File: src/rtl/log_drain_ctrl_if.sv
// Bundle between the log drain controller, the logger/RAM pair and the host consumer.
// master = controller side, slave = logger/RAM/host side.
interface log_drain_ctrl_if #(
  parameter int ADDR_W = 16,
  parameter int DATA_W = 37
);
  logic              log_we;
  logic              rd_en;
  logic [ADDR_W-1:0] rd_addr;
  logic [DATA_W-1:0] rd_data;
  logic              drain_start;
  logic              clr_req;
  logic              clr_ram;
  logic              out_valid;
  logic [DATA_W-1:0] out_data;
  logic              out_ready;
  logic              busy;
  logic              overflow;
  logic [ADDR_W:0]   count;

  modport master (
    input  log_we, rd_data, drain_start, clr_req, out_ready,
    output rd_en, rd_addr, clr_ram, out_valid, out_data, busy, overflow, count
  );

  modport slave (
    output log_we, rd_data, drain_start, clr_req, out_ready,
    input  rd_en, rd_addr, clr_ram, out_valid, out_data, busy, overflow, count
  );
endinterface

File: src/rtl/log_drain_ctrl.sv
// Drains unread log RAM entries to a valid/ready consumer; drain_start -> out_valid in 3 cycles, 1 entry / 3 cycles.
// Backpressure: PRESENT holds out_valid/out_data until out_ready; clr_req pre-empts everything.
module log_drain_ctrl #(
  parameter int ADDR_W = 16,
  parameter int DATA_W = 37
) (
  input  logic             clk,
  input  logic             reset_n,
  log_drain_ctrl_if.master bus
);
  localparam logic [ADDR_W:0]   CNT_FULL = {1'b1, {ADDR_W{1'b0}}};
  localparam logic [ADDR_W:0]   CNT_ONE  = (ADDR_W+1)'(1);
  localparam logic [ADDR_W-1:0] PTR_ONE  = ADDR_W'(1);

  typedef enum logic [2:0] {IDLE, READ, WAIT, PRESENT, CLEAR} state_t;

  state_t            state_q, state_d;
  logic [ADDR_W-1:0] rd_ptr_q, rd_ptr_d;
  logic [ADDR_W:0]   count_q, count_d;
  logic              overflow_q, overflow_d;
  logic              drop_flag_q, drop_flag_d;
  logic [DATA_W-1:0] out_data_q, out_data_d;
  logic              clr_ram_q;
  logic              full;
  logic              pop;
  logic              pop_eff;

  always_comb begin
    state_d     = state_q;
    rd_ptr_d    = rd_ptr_q;
    count_d     = count_q;
    overflow_d  = overflow_q;
    drop_flag_d = drop_flag_q;
    out_data_d  = out_data_q;
    full        = (count_q == CNT_FULL);
    pop         = (state_q == PRESENT) && bus.out_ready;
    // A pop after a drop retires a slot the overwrite already reclaimed.
    pop_eff     = pop && !drop_flag_q;

    if (bus.clr_req) begin
      state_d = CLEAR;
    end else if (state_q == CLEAR) begin
      rd_ptr_d    = '0;
      count_d     = '0;
      overflow_d  = 1'b0;
      drop_flag_d = 1'b0;
      state_d     = IDLE;
    end else begin
      case (state_q)
        IDLE:    if (bus.drain_start && (count_q != '0)) state_d = READ;
        READ: begin
          drop_flag_d = 1'b0;
          state_d     = WAIT;
        end
        WAIT: begin
          out_data_d = bus.rd_data;
          state_d    = PRESENT;
        end
        PRESENT: state_d = PRESENT;
        default: state_d = IDLE;
      endcase

      if (bus.log_we && pop_eff) begin
        rd_ptr_d = rd_ptr_q + PTR_ONE;
      end else if (bus.log_we) begin
        if (!full) begin
          count_d = count_q + CNT_ONE;
        end else begin
          // Logger overwrote the oldest unread slot.
          rd_ptr_d   = rd_ptr_q + PTR_ONE;
          overflow_d = 1'b1;
          if ((state_q == WAIT) || (state_q == PRESENT)) drop_flag_d = 1'b1;
        end
      end else if (pop_eff) begin
        rd_ptr_d = rd_ptr_q + PTR_ONE;
        count_d  = count_q - CNT_ONE;
      end

      if (pop) state_d = (count_d != '0) ? READ : IDLE;
    end
  end

  always_ff @(posedge clk or negedge reset_n) begin
    if (!reset_n) begin
      state_q     <= IDLE;
      rd_ptr_q    <= '0;
      count_q     <= '0;
      overflow_q  <= 1'b0;
      drop_flag_q <= 1'b0;
      out_data_q  <= '0;
      clr_ram_q   <= 1'b0;
    end else begin
      state_q     <= state_d;
      rd_ptr_q    <= rd_ptr_d;
      count_q     <= count_d;
      overflow_q  <= overflow_d;
      drop_flag_q <= drop_flag_d;
      out_data_q  <= out_data_d;
      clr_ram_q   <= (state_d == CLEAR);
    end
  end

  assign bus.rd_en     = (state_q == READ);
  assign bus.rd_addr   = (state_q == READ) ? rd_ptr_q : '0;
  assign bus.clr_ram   = clr_ram_q;
  assign bus.out_valid = (state_q == PRESENT);
  assign bus.out_data  = out_data_q;
  assign bus.busy      = (state_q != IDLE);
  assign bus.overflow  = overflow_q;
  assign bus.count     = count_q;
endmodule

File: src/flat_wrapper.sv
// flat-port wrapper written by rule: the top's interface ports become plain ports
module log_drain_ctrl_flat 
#(
  parameter int ADDR_W = 16,
  parameter int DATA_W = 37
)
  (clk, reset_n, bus_log_we, bus_rd_data, bus_drain_start, bus_clr_req, bus_out_ready, bus_rd_en, bus_rd_addr, bus_clr_ram, bus_out_valid, bus_out_data, bus_busy, bus_overflow, bus_count);
  log_drain_ctrl_if #(.ADDR_W(ADDR_W), .DATA_W(DATA_W)) bus_i ();
  input  logic clk;
  input  logic reset_n;
  input wire logic [$bits(bus_i.log_we)-1:0] bus_log_we;
  input wire logic [$bits(bus_i.rd_data)-1:0] bus_rd_data;
  input wire logic [$bits(bus_i.drain_start)-1:0] bus_drain_start;
  input wire logic [$bits(bus_i.clr_req)-1:0] bus_clr_req;
  input wire logic [$bits(bus_i.out_ready)-1:0] bus_out_ready;
  output wire logic [$bits(bus_i.rd_en)-1:0] bus_rd_en;
  output wire logic [$bits(bus_i.rd_addr)-1:0] bus_rd_addr;
  output wire logic [$bits(bus_i.clr_ram)-1:0] bus_clr_ram;
  output wire logic [$bits(bus_i.out_valid)-1:0] bus_out_valid;
  output wire logic [$bits(bus_i.out_data)-1:0] bus_out_data;
  output wire logic [$bits(bus_i.busy)-1:0] bus_busy;
  output wire logic [$bits(bus_i.overflow)-1:0] bus_overflow;
  output wire logic [$bits(bus_i.count)-1:0] bus_count;
  assign bus_i.log_we = bus_log_we;
  assign bus_i.rd_data = bus_rd_data;
  assign bus_i.drain_start = bus_drain_start;
  assign bus_i.clr_req = bus_clr_req;
  assign bus_i.out_ready = bus_out_ready;
  assign bus_rd_en = bus_i.rd_en;
  assign bus_rd_addr = bus_i.rd_addr;
  assign bus_clr_ram = bus_i.clr_ram;
  assign bus_out_valid = bus_i.out_valid;
  assign bus_out_data = bus_i.out_data;
  assign bus_busy = bus_i.busy;
  assign bus_overflow = bus_i.overflow;
  assign bus_count = bus_i.count;
  log_drain_ctrl #(.ADDR_W(ADDR_W), .DATA_W(DATA_W)) u_core (.clk(clk), .reset_n(reset_n), .bus(bus_i));
endmodule
File: config.mk
export PLATFORM = sky130hd
export DESIGN_NAME = log_drain_ctrl_flat
export DESIGN_NICKNAME = d
export VERILOG_FILES = /design/src/rtl/log_drain_ctrl_if.sv /design/src/rtl/log_drain_ctrl.sv /design/src/flat_wrapper.sv
export SDC_FILE = /design/constraint.sdc
export NUM_CORES = 1
export LEC_CHECK = 0
export ABC_AREA = 1
export CORE_UTILIZATION = 30
export CTS_CLUSTER_SIZE = 12
export DETAILED_ROUTE_END_ITERATION = 6
export PLACE_DENSITY = 0.65
export SETUP_SLACK_MARGIN = 0.2
export SKIP_CTS_REPAIR_TIMING = 1
export SYNTH_ARGS = -nofsm -noshare
export SYNTH_HDL_FRONTEND = slang
export SYNTH_SLANG_ARGS = --single-unit
File: constraint.sdc
create_clock -name clk -period 2.5 [get_ports clk]
set_input_delay 0.25 -clock clk [delete_from_list [all_inputs] [get_ports clk]]
set_output_delay 0.25 -clock clk [all_outputs]
set_load 0.05 [all_outputs]
==> flow_metrics.tcl, run 1 <==
set metrics [dict create \
    synthMuxAreaShare 0.0979 \
    drv_cap 0 \
    synthFlopType "dfrtp_1" \
    cp-end-kind "output port" \
    cp_slowest_cell "nand3_1" \
    cts_root_buf "clkbuf_16" \
    coreArea_sq_um 13900 \
    track_usage 0.175 \
    layout_min_cycle_time_ps 2190 \
    synth_simple_gate_area_share 0.279 \
    crit_cells 4 \
    power.density_nw_per_um2 649 \
    post_drt_wl_per_cell_um 14.6 \
    nets 696 \
    peakVddDrop_mv 0.504 \
    startpoint "u_core.state_q[2]$_DFF_PN0_" \
    cts_buffer_depth 2 \
    vias_per_cell 4.89 \
    synth_top_family_by_area "simple AND/OR/NAND/NOR gates" \
    final.setup.tns_ps 0 \
    io_pins 118 \
    clkTransAtPathRegs_ps 60 \
    busiest_layer "met2" \
    reg2regPathDepth 11 \
    antenna_found_initial 0 \
    avgSynthCellArea_sq_um 8.09 \
    clock_skew_ps 9.22 \
    synth_seq_cells 76 \
    clkLatencyLatePin_ps 340 \
    worstReg2RegEnd "u_core.state_q[0]$_DFF_PN0_" \
    use_met2 0.291 \
    overflow 0 \
    yosysSeqAreaShare 0.447 \
    status "finished, final reports clean" \
    wl_um 12200 \
    synth_compound_area_frac 0.0765 \
    synth_area_sq_um 4250 \
    synth_edf_count 0 \
    slew_headroom 0.556 \
    rows 43 \
    pre_cts_slack_ps 220 \
    start_kind "flip-flop" \
    cts_tree "yes" \
    cts.sinks 76 \
    synth_cell_types 36 \
    vias 4079 \
    crit_chain "inv_1 > nand3_1 > nor2_1 > buf_4" \
    min_path_type "in -> async" \
    worstPathMaxFanout 18 \
    gp_congestion 0.980 \
    multi_input_area_sq_um 2070 \
    criticalPathCategory "reg -> out" \
    min_period_over_period 0.877 \
    first_iter_violations 294 \
    fmax_mhz 456 \
    antennaDiodeCount 0 \
    final_max_slew_viol_count 0 \
    synthAdderAreaFrac 0.0118 \
    drive_gt1_frac 0.153 \
    fillCellCount 1401 \
    synth-async-reset-ratio 1.00 \
    setup_viol 0 \
    timing.reg2reg.setup_slack_ps 350 \
    max_slew.worst_pin.slew_ps 664 \
    seqCellArea_sq_um 1900 \
    h-tree-depth 3 \
    final_common_cell "nand2_1" \
    drtAntennaViolNets 0 \
    path_buf_inv 2 \
    die_height_um 121 \
    grt_pass1_wl_um 20200 \
    hpwl_um 9100 \
    cp_top_family "simple AND/OR/NAND/NOR gates" \
    drtPass1Iterations 5 \
    met3_usage 0.0550 \
    timing.final.ws_setup_ps 308 \
    die_area_sq_um 14700 \
    final_cell_mix "129 x nand2_1, 99 x clkdlybuf4s50_1, 75 x dfrtp_1" \
    cp.arrival_ps 1940 \
    dieWidth_um 121 \
    grt_max_degree 45 \
    final_hold_viol_count 0 \
    met1_usage 0.216 \
    syn_nets 573 \
    synth-xor-area-share 0.0185 \
    r2r-start "u_core.state_q[2]$_DFF_PN0_" \
    required_ps 2250 \
    port_buffers 117 \
    slowest_delay_ps 470 \
    initial_utilization 0.306 \
    drc 0 \
    yosysWarnings 0 \
    numCtsBuffers 9 \
    grt_pass1_vias 4154 \
    leakage_uw 0.00275 \
    rsz0062_at_grt "yes" \
    netlist_instances 526 \
    area_growth_pct 40.0 \
]
## Yosys cell counts, types with 4 or more instances
library cell | number | area, sq um
nand4_1 | 7 | 43.8
clkbuf_1 | 6 | 22.5
o21ai_1 | 7 | 35.0
nor4_1 | 4 | 25.0
o22ai_1 | 11 | 68.8
nand2_1 | 129 | 484
nor2_1 | 62 | 233
nor3_1 | 13 | 65.1
mux2_2 | 37 | 417
nand3_1 | 42 | 210
ha_1 | 4 | 50.1
xor2_1 | 8 | 70.1
buf_2 | 6 | 30.0
inv_2 | 4 | 15.0
o21ai_0 | 18 | 90.1
o31ai_1 | 7 | 52.6
dfrtp_1 | 76 | 1900
nor2_2 | 4 | 25.0
inv_1 | 53 | 199
a21oi_1 | 6 | 30.0
## worst max path at each step
stage / endpoint
floorplan: u_core.state_q[0]$_DFF_PN0_
global placement: u_core.state_q[0]$_DFF_PN0_
detailed placement: u_core.state_q[0]$_DFF_PN0_
CTS: bus_rd_addr[4]
global route: bus_rd_addr[9]
finish: bus_rd_addr[9]
## through the flow
stage / util / hold WS (ps) / total power, uW / instances / instance area (sq um)
floorplan: - / -45.6 / 2110 / 526 / 4250
global placement: 0.405 / 284 / 2520 / 817 / 5620
detailed placement: 0.405 / 296 / 2530 / 817 / 5620
CTS: 0.428 / -73.8 / 3920 / 833 / 5940
global route: 0.429 / 512 / 4050 / 834 / 5960
finish: 0.429 / 457 / 3870 / 834 / 5960
## state kept, by name (all words and copies together), names as in the netlist
name                 cells
u_core.drop_flag_q       1
u_core.bus.clr_ram       1
u_core.bus.count        17
u_core.state_q           3
u_core.rd_ptr_q         16
u_core.bus.overflow      1
u_core.bus.out_data     37
## where the power goes
group | leakage, uW | internal [uW] | switching, uW | total (uW)
registers | 0.00103 | 1350 | 81.2 | 1430
clock network | 0.000152 | 829 | 527 | 1360
logic | 0.00157 | 388 | 691 | 1080
## per-layer routing
metal / share of wire / wire length [um]
met1: 0.43 / 5280
met4: 0.017 / 210
met5: 0 / 0
met2: 0.48 / 5870
met3: 0.066 / 806
## cells by family after synthesis
| family | count (synthesis) |
|---|---|
| XOR/XNOR | 9 |
| AO/OA/AOI/OAI | 55 |
| buffers and inverters | 74 |
| AND/OR/NAND/NOR | 271 |
| adder cells (fa/ha/maj) | 4 |
| multiplexers | 37 |
| flip-flops | 76 |
## area by class of cell
class / count / area share
well taps: 180 / 0.0378
inverters: 59 / 0.0372
multi-input cells: 376 / 0.347
repair buffers: 127 / 0.206
clock buffers: 11 / 0.0424
clock inverters: 5 / 0.0101
flip-flops and latches: 76 / 0.319
(Power assumes the default switching activity.)
==> inputs of run 2 (changes only) <==
Settings changed: SKIP_LAST_GASP set to 1.
==> results of run 2 <==
No change in the layout: final DEF, timing and power equal those of run 1.
==> inputs of run 3 (changes only) <==
Settings changed: CORE_MARGIN set to 4, TNS_END_PERCENT set to 10.
Clock period 2.5 ns to 2.6 ns, I/O delays scaled along.
==> run 3 against run 2 <==
Against the previous run:
- clock skew is 3.8 ps lower
- worst setup slack better by 60 ps
- clock power fell by 12%
- count of clock-buffer cells in the layout shrank 2
- combinational power down 4%
- critical path type unchanged
- critical endpoint is now bus_rd_en
- largest power group unchanged
- highest routed layer unchanged
==> flow_metrics.tcl, run 3 (synthesis results as in run 1) <==
set metrics [dict create \
    antenna_found_initial 0 \
    numCtsBuffers 9 \
    layout_min_cycle_time_ps 2230 \
    min_period_over_period 0.858 \
    final_cell_mix "129 x nand2_1, 100 x clkdlybuf4s50_1, 76 x dfrtp_1" \
    h-tree-depth 3 \
    cp.arrival_ps 1970 \
    cts_buffer_depth 2 \
    nets 696 \
    peakVddDrop_mv 0.458 \
    hpwl_um 9780 \
    vias 4077 \
    start_kind "flip-flop" \
    track_usage 0.160 \
    cts_tree "yes" \
    final_max_slew_viol_count 0 \
    drtPass1Iterations 4 \
    cts.sinks 76 \
    die_area_sq_um 16100 \
    fillCellCount 1409 \
    slew_headroom 0.567 \
    overflow 0 \
    drtAntennaViolNets 0 \
    antennaDiodeCount 0 \
    largest_register_ffs 37 \
    min_path_type "in -> async" \
    grt_pass1_vias 4348 \
    hold-worst-slack_ps 476 \
    final_hold_viol_count 0 \
    io_pins 118 \
    coreArea_sq_um 13900 \
    cts_root_buf "clkbuf_16" \
    rsz0062_at_grt "no" \
    criticalPathCategory "reg -> out" \
    drive_gt1_frac 0.145 \
    wl_um 12700 \
    reg2regPathDepth 6 \
    grt_max_degree 46 \
    drc 0 \
    clkTransAtPathRegs_ps 60 \
    cp-end-kind "output port" \
    drv_cap 0 \
    worstPathMaxFanout 6 \
    setup_viol 0 \
    rows 43 \
    clock_skew_ps 5.44 \
    p_total_uw 3610 \
    port_buffers 117 \
    final_common_cell "nand2_1" \
    first_iter_violations 273 \
    max_slew.worst_pin.slew_ps 647 \
    status "finished, final reports clean" \
    area_growth_pct 38.6 \
    initial_utilization 0.306 \
    clkLatencyLatePin_ps 330 \
    power.density_nw_per_um2 613 \
    post_drt_wl_per_cell_um 15.2 \
    final.setup.tns_ps 0 \
    gp_congestion 0.923 \
    leakage_uw 0.00272 \
    grt_pass1_wl_um 21100 \
    required_ps 2340 \
    fmax_mhz 448 \
    die_height_um 127 \
    dieWidth_um 127 \
    vias_per_cell 4.89 \
]
run 3: cell count changes in the layout (fill, tap and decap cells not counted), moves of 2 or more:
cell      before  now
buf_12         2    0
clkbuf_8       2    0
clkinv_4       2    0
inv_6          0    4
nor2_1        60   62
nor2_2         6    3
run 3: report_power, final:
part,internal (uW),total (uW),leakage [uW],switching [uW]
sequential,1300,1380,0.00103,79.3
combinational,372,1040,0.00156,666
clock,658,1200,0.000133,537
run 3: layout make-up:
cell class | instances | area [sq um] | area share
clock buffer | 9 | 225 | 0.0382
clock inverter | 7 | 55.1 | 0.00934
inverter | 59 | 221 | 0.0376
multi-input combinational | 376 | 2060 | 0.350
sequential | 76 | 1900 | 0.323
tap | 180 | 225 | 0.0382
timing repair buffer | 127 | 1210 | 0.205
run 3: per-layer routing:
layer,track usage,wire length (um)
met1,0.194,5410
met2,0.272,6220
met3,0.0523,829
met4,0.0448,223
met5,0,0
run 3: critical path, cell delays in order (launching register included):
cell	delay, ps
dfrtp_1	460
inv_1	150
nand3_1	110
inv_1	110
clkdlybuf4s50_1	810
run 3: path summary, 6_finish.rpt:
| check | from | end | slack (ps) |
|---|---|---|---|
| min in group clk | u_core.rd_ptr_q[15]$_DFFE_PN0P_ | u_core.rd_ptr_q[15]$_DFFE_PN0P_ | 490 |
| min | reset_n | u_core.rd_ptr_q[15]$_DFFE_PN0P_ | 480 |
| min reg2reg | u_core.rd_ptr_q[15]$_DFFE_PN0P_ | u_core.rd_ptr_q[15]$_DFFE_PN0P_ | 490 |
| max reg2reg | u_core.state_q[0]$_DFF_PN0_ | u_core.drop_flag_q$_DFFE_PN0N_ | 420 |
| max | u_core.state_q[2]$_DFF_PN0_ | bus_rd_en | 370 |
| max in group asynchronous | reset_n | u_core.bus.count[6]$_DFFE_PN0N_ | 1460 |
run 3: metrics by stage:
| stage | setup slack [ps] | cell area, sq um | utilization | instances |
|---|---|---|---|---|
| floorplan | 488 | 4250 | - | 526 |
| global placement | 230 | 5600 | 0.403 | 817 |
| detailed placement | 240 | 5600 | 0.403 | 817 |
| CTS | 367 | 5880 | 0.424 | 833 |
| global route | 231 | 5900 | 0.425 | 834 |
| finish | 368 | 5900 | 0.425 | 834 |
